===== config.mk =====
export PLATFORM = sky130hd
export DESIGN_NAME = sw_array_ctrl
export DESIGN_NICKNAME = d
export VERILOG_FILES = /design/src/rtl/sw_pkg.sv /design/src/rtl/sw_max_tracker.sv /design/src/rtl/sw_array_ctrl.sv
export SDC_FILE = /design/constraint.sdc
export NUM_CORES = 1
export LEC_CHECK = 0
export ABC_AREA = 1
export ABC_CLOCK_PERIOD_IN_PS = 2900
export BUFFER_PORTS_ARGS = -buffer_cell sky130_fd_sc_hd__buf_2
export CORE_ASPECT_RATIO = 0.75
export CORE_MARGIN = 2
export CORE_UTILIZATION = 50
export CTS_CLUSTER_SIZE = 24
export DETAILED_ROUTE_END_ITERATION = 10
export PLACE_DENSITY = 0.88
export SLEW_MARGIN = 20
export SYNTH_ARGS = -nofsm -noshare
export SYNTH_HDL_FRONTEND = slang
export SYNTH_HIERARCHICAL = 1
export SYNTH_SLANG_ARGS = --single-unit

===== constraint.sdc =====
create_clock -name clk -period 2.9 [get_ports clk]
set_input_delay 0.725 -clock clk [delete_from_list [all_inputs] [get_ports clk]]
set_output_delay 0.725 -clock clk [all_outputs]
set_load 0.02 [all_outputs]

===== src/rtl/sw_pkg.sv =====
// Shared types and constants for the Smith-Waterman systolic array controller.
package sw_pkg;

    typedef enum logic [2:0] {
        StIdle,
        StLoad,
        StRun,
        StDrain,
        StDone
    } sw_state_e;

    localparam logic [1:0] BaseA = 2'd0;
    localparam logic [1:0] BaseC = 2'd1;
    localparam logic [1:0] BaseG = 2'd2;
    localparam logic [1:0] BaseT = 2'd3;

    localparam int InitEDefault = -512;

endpackage


===== src/rtl/sw_max_tracker.sv =====
// Signed running maximum of the last-PE score, with optional position capture.
// Define SW_CTRL_POS_EN to track the reference index of the best score.
module sw_max_tracker #(
    parameter int unsigned WIDTH     = 10,
    parameter int unsigned REF_CNT_W = 16
) (
    input  logic                 clk,
    input  logic                 rst,
    input  logic                 clear,
    input  logic                 track,
    input  logic [WIDTH-1:0]     score,
    output logic [WIDTH-1:0]     max_score,
    output logic [REF_CNT_W-1:0] max_pos
);

    logic better;

    // Strict compare so ties keep the earlier position.
    assign better = track && ($signed(score) > $signed(max_score));

    always_ff @(posedge clk) begin
        if (rst || clear) begin
            max_score <= '0;
        end else if (better) begin
            max_score <= score;
        end
    end

`ifdef SW_CTRL_POS_EN
    logic [REF_CNT_W-1:0] pos_cnt;

    // Counts reference bases as their scores leave the array.
    always_ff @(posedge clk) begin
        if (rst || clear) begin
            pos_cnt <= '0;
            max_pos <= '0;
        end else if (track) begin
            pos_cnt <= pos_cnt + 1'b1;
            if (better) begin
                max_pos <= pos_cnt;
            end
        end
    end
`else
    assign max_pos = '0;
`endif

endmodule


===== src/rtl/sw_array_ctrl.sv =====
// Sequencer for a linear systolic Smith-Waterman PE array: query load, reference stream, drain.
// Define SW_CTRL_POS_EN to report the reference position of the best score on max_pos.
module sw_array_ctrl
    import sw_pkg::*;
#(
    parameter int unsigned NUM_PE    = 64,
    parameter int unsigned WIDTH     = 10,
    parameter int unsigned REF_CNT_W = 16,
    parameter int          INIT_V    = 0,
    parameter int          INIT_E    = InitEDefault
) (
    input  logic                 clk,
    input  logic                 rst,
    input  logic                 start,
    output logic                 busy,
    input  logic                 q_valid,
    input  logic [1:0]           q_base,
    output logic                 q_ready,
    input  logic                 r_valid,
    input  logic [1:0]           r_base,
    input  logic                 r_last,
    output logic                 r_ready,
    output logic                 arr_stall,
    output logic [1:0]           arr_S,
    output logic                 arr_store_S,
    output logic [1:0]           arr_T,
    output logic                 arr_init,
    output logic [WIDTH-1:0]     arr_init_V,
    output logic [WIDTH-1:0]     arr_init_E,
    input  logic [WIDTH-1:0]     last_V,
    input  logic                 last_init,
    output logic                 done,
    output logic [WIDTH-1:0]     max_score,
    output logic [REF_CNT_W-1:0] max_pos
);

    localparam int unsigned    CntW    = $clog2(NUM_PE + 1);
    localparam logic [CntW-1:0] CntLast = CntW'(NUM_PE - 1);

    sw_state_e       state;
    logic [CntW-1:0] cnt;
    logic            job_start;
    logic            track;

    assign job_start  = (state == StIdle) && start;
    assign track      = !arr_stall && last_init;
    assign arr_init_V = WIDTH'(INIT_V);
    assign arr_init_E = WIDTH'(INIT_E);

    // cnt counts query acceptances in StLoad and drain cycles in StDrain.
    always_ff @(posedge clk) begin
        if (rst) begin
            state       <= StIdle;
            cnt         <= '0;
            busy        <= 1'b0;
            q_ready     <= 1'b0;
            r_ready     <= 1'b0;
            arr_stall   <= 1'b0;
            arr_S       <= 2'd0;
            arr_store_S <= 1'b0;
            arr_T       <= 2'd0;
            arr_init    <= 1'b0;
            done        <= 1'b0;
        end else begin
            done <= 1'b0;
            unique case (state)
                StIdle: begin
                    arr_stall   <= 1'b0;
                    arr_store_S <= 1'b0;
                    arr_init    <= 1'b0;
                    arr_S       <= 2'd0;
                    arr_T       <= 2'd0;
                    if (start) begin
                        state   <= StLoad;
                        cnt     <= '0;
                        busy    <= 1'b1;
                        q_ready <= 1'b1;
                    end
                end
                StLoad: begin
                    if (q_valid) begin
                        arr_S       <= q_base;
                        arr_store_S <= 1'b1;
                        arr_stall   <= 1'b0;
                        if (cnt == CntLast) begin
                            state   <= StRun;
                            cnt     <= '0;
                            q_ready <= 1'b0;
                            r_ready <= 1'b1;
                        end else begin
                            cnt <= cnt + 1'b1;
                        end
                    end else begin
                        // Freeze the whole chain so the partial query shift stays aligned.
                        arr_stall <= 1'b1;
                    end
                end
                StRun: begin
                    arr_store_S <= 1'b0;
                    if (r_valid) begin
                        arr_T     <= r_base;
                        arr_init  <= 1'b1;
                        arr_stall <= 1'b0;
                        if (r_last) begin
                            state   <= StDrain;
                            cnt     <= '0;
                            r_ready <= 1'b0;
                        end
                    end else begin
                        arr_stall <= 1'b1;
                    end
                end
                StDrain: begin
                    arr_init  <= 1'b0;
                    arr_T     <= 2'd0;
                    arr_stall <= 1'b0;
                    if (cnt == CntLast) begin
                        state <= StDone;
                    end else begin
                        cnt <= cnt + 1'b1;
                    end
                end
                StDone: begin
                    // The last base's score is tracked on this same edge.
                    done  <= 1'b1;
                    busy  <= 1'b0;
                    state <= StIdle;
                end
                default: begin
                    state <= StIdle;
                    busy  <= 1'b0;
                end
            endcase
        end
    end

    sw_max_tracker #(
        .WIDTH    (WIDTH),
        .REF_CNT_W(REF_CNT_W)
    ) u_max_tracker (
        .clk      (clk),
        .rst      (rst),
        .clear    (job_start),
        .track    (track),
        .score    (last_V),
        .max_score(max_score),
        .max_pos  (max_pos)
    );

endmodule


# Word level (Yosys, flattened, before mapping)
# Index checks and enable logic that the tools add are counted.
[word_totals] register_bits=31 out_inout_bits=57
[op_classes] bitwise=1 add_sub_neg=1 eq_ne=12 n_reduce_logical=23 order_cmp=1 n_mux=36
[op_table] cell="$mux 7" count=6
[op_table] cell="$pmux 7 s4" count=1
[op_table] cell="$mux 3" count=6
[op_table] cell="$ne 2x2->1 const B" count=7
[op_table] cell="$mux 1" count=12
[op_table] cell="$pmux 3 s4" count=1
[op_table] cell="$reduce_and 6->1" count=2
[op_table] cell="$gt 10x10->1" count=1
[op_table] cell="$pmux 1 s2" count=5
[op_table] cell="$pmux 2 s2" count=2
[op_table] cell="$reduce_and 2->1" count=4
[op_table] cell="$reduce_bool 2->1" count=4
[op_table] cell="$add 7x1->7 const B" count=1
[op_table] cell="$eq 7x6->1 const B" count=1
[op_table] cell="$eq 3x2->1 const B" count=2
[op_table] cell="$reduce_and 5->1" count=1
[op_table] cell="$mux 2" count=2
[op_table] cell="$reduce_and 4->1" count=1
[op_table] cell="$reduce_bool 4->1" count=1
[op_table] cell="$reduce_or 2->1" count=2
[op_table] cell="$eq 3x1->1 const B" count=1
[op_table] cell="$eq 3x3->1 const B" count=1
[op_table] cell="$logic_and 1x1->1" count=3
[op_table] cell="$logic_not 3->1" count=1
[op_table] cell="other kinds (6)" count=6

# Logic depth before layout (Yosys ltp)
# Gate-level depths: netlist (run 1).
[logic_depth] depth_word=4 mapped_depth=14

# By module
# Netlist (run 1), hierarchy kept.
[modules_own_cells] module="sw_array_ctrl" cells_per_inst=186 instances=1 seq_area_each_um2=420.4 area_per_inst_um2=1229.9
[modules_own_cells] module="sw_max_tracker" cells_per_inst=136 instances=1 seq_area_each_um2=200.2 area_per_inst_um2=970.9

# Worst setup path before layout (run 1)
# Ideal clock, no wire load.
[synth_path] path_kind="input to register" startpoint="in last_V[9]" endpoint="reg u_max_tracker.max_score[0]" slack_ns=0.965 path_stages=10 n_path_buf=1 required_time_ns=2.785 t_arrival_ns=1.820 cell_sequence="ha_1 -> nand2_2 -> inv_2 -> a21oi_4 -> nand4_1 -> nand2_2 -> buf_6 -> nand3_2 -> nand2_1 -> nor2_1"
[synth_via] elab_chain_len=2
[synth_rtl] element="from (decl)" line="sw_array_ctrl.sv:30" text="input logic [WIDTH-1:0] last_V,"
[synth_rtl] element="$gt 10x10->1" line="sw_max_tracker.sv:19" text="assign better = track && ($signed(score) > $signed(max_score));"
[synth_rtl] element="$logic_and 1x1->1" line="sw_max_tracker.sv:19"
[synth_rtl] element="to (signal assigned)" line="sw_max_tracker.sv:25" text="max_score <= score;"
[synth_rtl] element="to (decl)" line="sw_max_tracker.sv:12" text="output logic [WIDTH-1:0] max_score,"
# No other way between the ends.
# A chain may end at the register's enable or synchronous reset.

# Worst setup path after layout (run 1)
[layout_path] startpoint="in last_V[9]" endpoint="reg u_max_tracker.max_score[1]"
# The elaborated chain is that of the path after synthesis.

==> flow_summary.toml, run 1 <==
[status]
status = "finished, final reports clean"

[yosys]
avgSynthCellArea_um2 = 6.83
yosys_register_bits = 31
synth_top_cell_area_share_pct = 28.2
ys_types = 27
netlist_top_cells_area = "dfxtp_1, buf_4, nand2_1, inv_1, nor2_1"
yosysTopAreaCell = "dfxtp_1"
netlist_instances = 322
synthesis.area_mm2 = 0.00220
yosysSeqAreaShare_pct = 28.2
synth_warnings = 6

[power_and_ir_drop]
ir_drop_uv = 468
p_per_area_mw_per_mm2 = 777
leakage_nw = 1.27

[layout]
diodes = 0
nFillCells = 400
finalInstanceArea_mm2 = 0.00234
drive_above_1_share_pct = 22.5
area_delta_synth_final_pct = 6.54
fin_nets = 391

[sta]
slew_violations = 0
skew_ns = 0.00499
worstMarginPinSlew_ns = 0.726
post-route-period-util_pct = 72.9
tns_ns = 0
hold_violations = 0
min_period_ns = 2.11
grt_setup_unrepaired = "false"
max_freq_mhz = 473
slew_headroom_pct = 51.5
setup-violations-final = 0

[placed_design]
place.port_buffers = 41
place_congestion = 0.832
dpl.hpwl_um = 3230
postPlaceCellArea_mm2 = 0.00226

[floorplan]
core_mm2 = 0.00413
row_count = 20
die_x_um = 80.6
dieArea_mm2 = 0.00495
chipHeight_um = 61.5
io_pins = 78
initial_core_util_pct = 53.3

[detailed_routing]
vias = 1929
wire_per_inst_um = 10.3
drt-total-wl_um = 4260
ant_nets = 0
routed_via_density = 4.65
drtIter0Drc = 82
firstDrtPassIters = 4
drc = 0

[clock_network]
clock_latency_ns = 0.28
ctsRootBufferMaster = "clkbuf_8"
cts_tree = "built"
post-cts-setup-buffer-count = 0
numCtsBuffers = 5
post_cts_resized = 0
clkTransAtPathRegs_ns = 0.06
ctsHoldBuffers = 0
clockBufferDepth = 2
clock-sinks = 31
h-tree-depth = 2

[critical_path]
crit_arrival_ns = 2.33
critPathMaxFanout = 20
critPathLaunchType = "primary input"
crit_start = "last_V[9]"
criticalPathCategory = "primary input to flop"
crit_path_end_kind = "flop"
timing.rr.start = "u_max_tracker/max_score[9]"
required_ns = 3.12

[global_routing]
grt.overflow.total = 0
grt_pass1_wl_um = 7180
grt_pass1_vias = 1696
gr-usage-all-layers_pct = 19.0
grt_max_degree = 21
antenna_found_initial = 0

[min_path]
worstHoldStart = "q_ready"
hold_path_class = "flop to flop"

[run]
drv_cap = 0
[placed cells by master, fill, tap and decap left out, types with 2 or more instances in the layout]
cell type and instances:
nand2_1 73, inv_1 41, buf_2 41, nor2_1 39, conb_1 36, dfxtp_1 31
a21oi_1 23, nand3_2 13, ha_1 11, nand3_1 9, inv_2 8, o21ai_0 6
nand2_2 5, clkbuf_8 5, nand4_1 3, nor2_2 2, nor2_4 2, nor3_1 2
clkbuf_1 2
[cell families after synthesis]
group	share of synthesized area (%)
AOI/OAI and AO/OA	8.47
DFF	28.2
other	0.512
xor gates and xnor gates	0.398
buffers and inverters	23.6
adders and majority gates	6.25
and+or+nand+nor	32.6
[cells in the mapped netlist (all sizes together)]
cell type,count
buf,42
nand3,22
nor3,2
dfxtp,31
nor4,1
inv,49
o21bai,1
a21oi,25
xor2,1
conb,3
o21ai,7
nor2,44
ha,11
clkbuf,2
nand4,3
nand2,78
[power breakdown]
| part | total, mW | internal, mW | switching, mW |
|---|---|---|---|
| logic | 0.878 | 0.280 | 0.598 |
| clock network | 0.325 | 0.168 | 0.157 |
| registers | 0.619 | 0.527 | 0.0916 |
| total | 1.82 | 0.975 | 0.847 |
[final timing paths]
path                            slack, ns                         end  cells past startpoint
worst min-delay path                 0.46                     q_ready                      2
worst max-delay path                 0.79  u_max_tracker/max_score[1]                      9
worst min register to register       0.46                     q_ready                      2
worst max register to register       0.91  u_max_tracker/max_score[1]                      9
[through the flow]
stage	util (%)	std cells	total power, mW	setup slack [ns]	hold slack, ns
floorplan	-	355	1.39	0.965	0.480
global placement	54.8	407	1.46	0.619	0.443
detailed placement	54.8	407	1.50	0.539	0.436
CTS	56.8	415	1.83	0.804	0.455
global route	56.8	415	1.99	0.660	0.472
finish	56.8	415	1.82	0.787	0.458
[state kept, by name, summed over array words and instances, names as in the netlist]
register                 count
arr_S                        2
arr_T                        2
arr_init                     1
arr_stall                    1
arr_store_S                  1
busy                         1
cnt                          7
done                         1
q_ready                      1
r_ready                      1
state                        3
u_max_tracker/max_score     10
[metal layers]
metal	vias up	routed length (µm)	global-route usage [%]
li1	990	-	-
met1	873	1920	23.9
met2	62	1970	31.1
met3	4	331	4.69
met4	0	42	9.20
met5	-	0	0
[cell type report]
type | instances | area, µm² | area share (%)
clock inverters | 1 | 5.00 | 0.213
well taps | 55 | 68.8 | 2.93
multi-input cells | 231 | 1180 | 50.5
clock buffers | 7 | 76.3 | 3.26
flip-flops and latches | 31 | 621 | 26.5
repair buffers | 41 | 205 | 8.75
inverters | 49 | 184 | 7.84
[critical path: stages]
cell and delay, ns:
buf_2 0.11, ha_1 0.33, nand2_2 0.13, nor2_4 0.05, nand4_1 0.06, nand2_1 0.05
inv_1 0.53, a21oi_1 0.19, nor2_1 0.15
Note: power is estimated with default switching activity, not from simulation.
==> run 2, diff against run 1 <==
Settings changed: ABC_AREA 1 to 0, ABC_CLOCK_PERIOD_IN_PS 2900 to 2170, CORE_UTILIZATION 50 to 49.
Clock period 2.9 ns to 2.17 ns, I/O delays scaled along.
==> run 2 against run 1 <==
  * Area after synthesis fell by 7.5%
  * Die area decreased by 5.3%
  * Via count is 9.3% lower
  * Clock skew is essentially flat
  * Clock power rose by 31%
  * Largest power group is now registers
==> flow_summary.toml, run 2 <==
[global_routing]
grt_pass1_vias = 1469
grt_max_degree = 27
grt.overflow.total = 0
gr-usage-all-layers_pct = 18.0
grt_pass1_wl_um = 6510
antenna_found_initial = 0

[critical_path]
crit_start = "u_max_tracker/max_score[5]"
crit_arrival_ns = 2.05
timing.rr.start = "u_max_tracker/max_score[5]"
crit_family = "compound AO/OA/AOI/OAI gates"
critPathLaunchType = "flop"
crit_path_end_kind = "flop"
cp_num_buf_inv = 2
criticalPathCategory = "flop to flop"
crit_chain = "inv_1 > ha_1 > a21oi_1 > o21ai_0 > a221o_1 > buf_4 > nand3_1 > a21boi_1"
slowest_stage = "dfxtp_1"
critPathMaxFanout = 7
cpPeakStageDelay_ns = 0.36
required_ns = 2.34

[yosys]
yosys_register_bits = 31
ys_types = 46
async_reset_ff_share_pct = 0
netlist_top_cells_area = "dfxtp_1, buf_4, ha_1, o21ai_0, a21boi_1"
synthesis.area_mm2 = 0.00204
synth_most_common_cell = "buf_4"
synth-main-ff-cell = "dfxtp_1"
avgSynthCellArea_um2 = 8.41
yosysTopAreaCell = "dfxtp_1"
synth_warnings = 6
yosysSeqAreaShare_pct = 30.5
synth_edf_count = 0
netlist_instances = 242
ys_top_cells_by_count = "buf_4, dfxtp_1, o21ai_0, inv_1, nand3_1"
synth_top_cell_area_share_pct = 30.5

[clock_network]
clockBufferDepth = 2
post_cts_resized = 0
post-cts-setup-buffer-count = 0
ctsRootBufferMaster = "clkbuf_8"
h-tree-depth = 2
clock_latency_ns = 0.28
ctsHoldBuffers = 0
cts_tree = "built"
clock-sinks = 31
clkTransAtPathRegs_ns = 0.06
numCtsBuffers = 5

[sta]
max_freq_mhz = 530
post-route-period-util_pct = 87.0
slew_violations = 0
setup-violations-final = 0
worstMarginPinSlew_ns = 0.526
tns_ns = 0
grt_setup_unrepaired = "false"
skew_ns = 0.00493
hold_violations = 0
min_period_ns = 1.89
slew_headroom_pct = 64.9

[detailed_routing]
drtIter0Drc = 91
routed_via_density = 5.12
drt-total-wl_um = 4080
vias = 1750
firstDrtPassIters = 4
wire_per_inst_um = 11.9
ant_nets = 0
drc = 0

[run]
drv_cap = 0

[placed_design]
place.port_buffers = 41
place_congestion = 0.847
dpl.hpwl_um = 3200
postPlaceCellArea_mm2 = 0.00216

[floorplan]
core_mm2 = 0.00403
initial_core_util_pct = 50.5
die_x_um = 78.4
row_count = 20
io_pins = 78
dieArea_mm2 = 0.00469
chipHeight_um = 59.8

[layout]
final_common_cell = "buf_2"
largest_register_ffs = 10
finalInstanceArea_mm2 = 0.00224
top_register = "u_max_tracker/max_score"
reg.largest.list = "u_max_tracker/max_score: 10 flops, cnt: 7 flops, state: 3 flops"
drive_above_1_share_pct = 22.3
fin_nets = 318
seqCellArea_um2 = 621
multiInputGateArea_mm2 = 0.00117
nFillCells = 360
diodes = 0
area_delta_synth_final_pct = 10.1
final_cell_mix = "buf_2, conb_1, dfxtp_1"

[power_and_ir_drop]
p_sw_mw = 0.393
seq_power_share_pct = 46.7
ir_drop_uv = 319
p_per_area_mw_per_mm2 = 575
comb_power_share_pct = 20.4
intPower_mw = 0.897
netSwitchingFraction_pct = 30.5
leakage_nw = 0.965
pwr-share-clk_pct = 32.9

[min_path]
hold_path_class = "flop to flop"
worstHoldStart = "arr_S[1]"

[status]
status = "finished, final reports clean"
run 2: stage by stage:
step                      worst slack (ns)  std cells  util, %  hold WS [ns]  total power, mW
after detailed placement            0.0554        334     53.6         0.449            0.875
after global routing                 0.166        342     55.7         0.484             1.36
final                                0.282        342     55.7         0.452             1.29
after global placement               0.117        334     53.6         0.444            0.868
after floorplan                      0.274        275        -         0.422            0.849
after CTS                            0.303        342     55.7         0.457             1.30
run 2: metal layers:
layer	wire length [µm]	vias up	GRT usage (%)
li1	-	885	-
met1	1910	799	23.6
met2	1870	59	28.4
met3	247	7	4.68
met4	48	0	7.77
met5	0	-	0
run 2: path summary, 6_finish.rpt:
check | endpoint | slack [ns] | depth (start not counted)
min reg2reg | arr_S[1] | 0.45 | 2
max reg2reg | u_max_tracker/max_score[4] | 0.28 | 8
min | arr_S[1] | 0.45 | 2
max | u_max_tracker/max_score[4] | 0.28 | 8
run 2: worst min-delay path, stage by stage (launching register included):
cell and delay [ns]:
dfxtp_1 0.31, nand2_1 0.05, a21oi_1 0.05
run 2: cell type report:
class | count | area share [%]
Clock buffer | 7 | 3.40
Clock inverter | 1 | 0.223
Inverter | 16 | 2.68
Multi-Input combinational cell | 186 | 52.1
Sequential cell | 31 | 27.7
Tap cell | 55 | 3.07
Timing Repair Buffer | 46 | 10.8
run 2: kinds of logic after synthesis:
family / count (synthesis) / synth area share, %
compound gates: 66 / 23.0
fa+ha+maj: 11 / 6.76
buf+inv: 58 / 18.2
flops: 31 / 30.5
mux: 1 / 0.492
other cells: 3 / 0.553
simple gates: 72 / 20.5
run 2: power groups by stage:
stage / combinational, mW / sequential, mW / clock (mW)
final: 0.263 / 0.602 / 0.425
after CTS: 0.261 / 0.602 / 0.436
after detailed placement: 0.260 / 0.615 / 0
after global routing: 0.290 / 0.605 / 0.468
after global placement: 0.254 / 0.614 / 0
after floorplan: 0.223 / 0.626 / 0
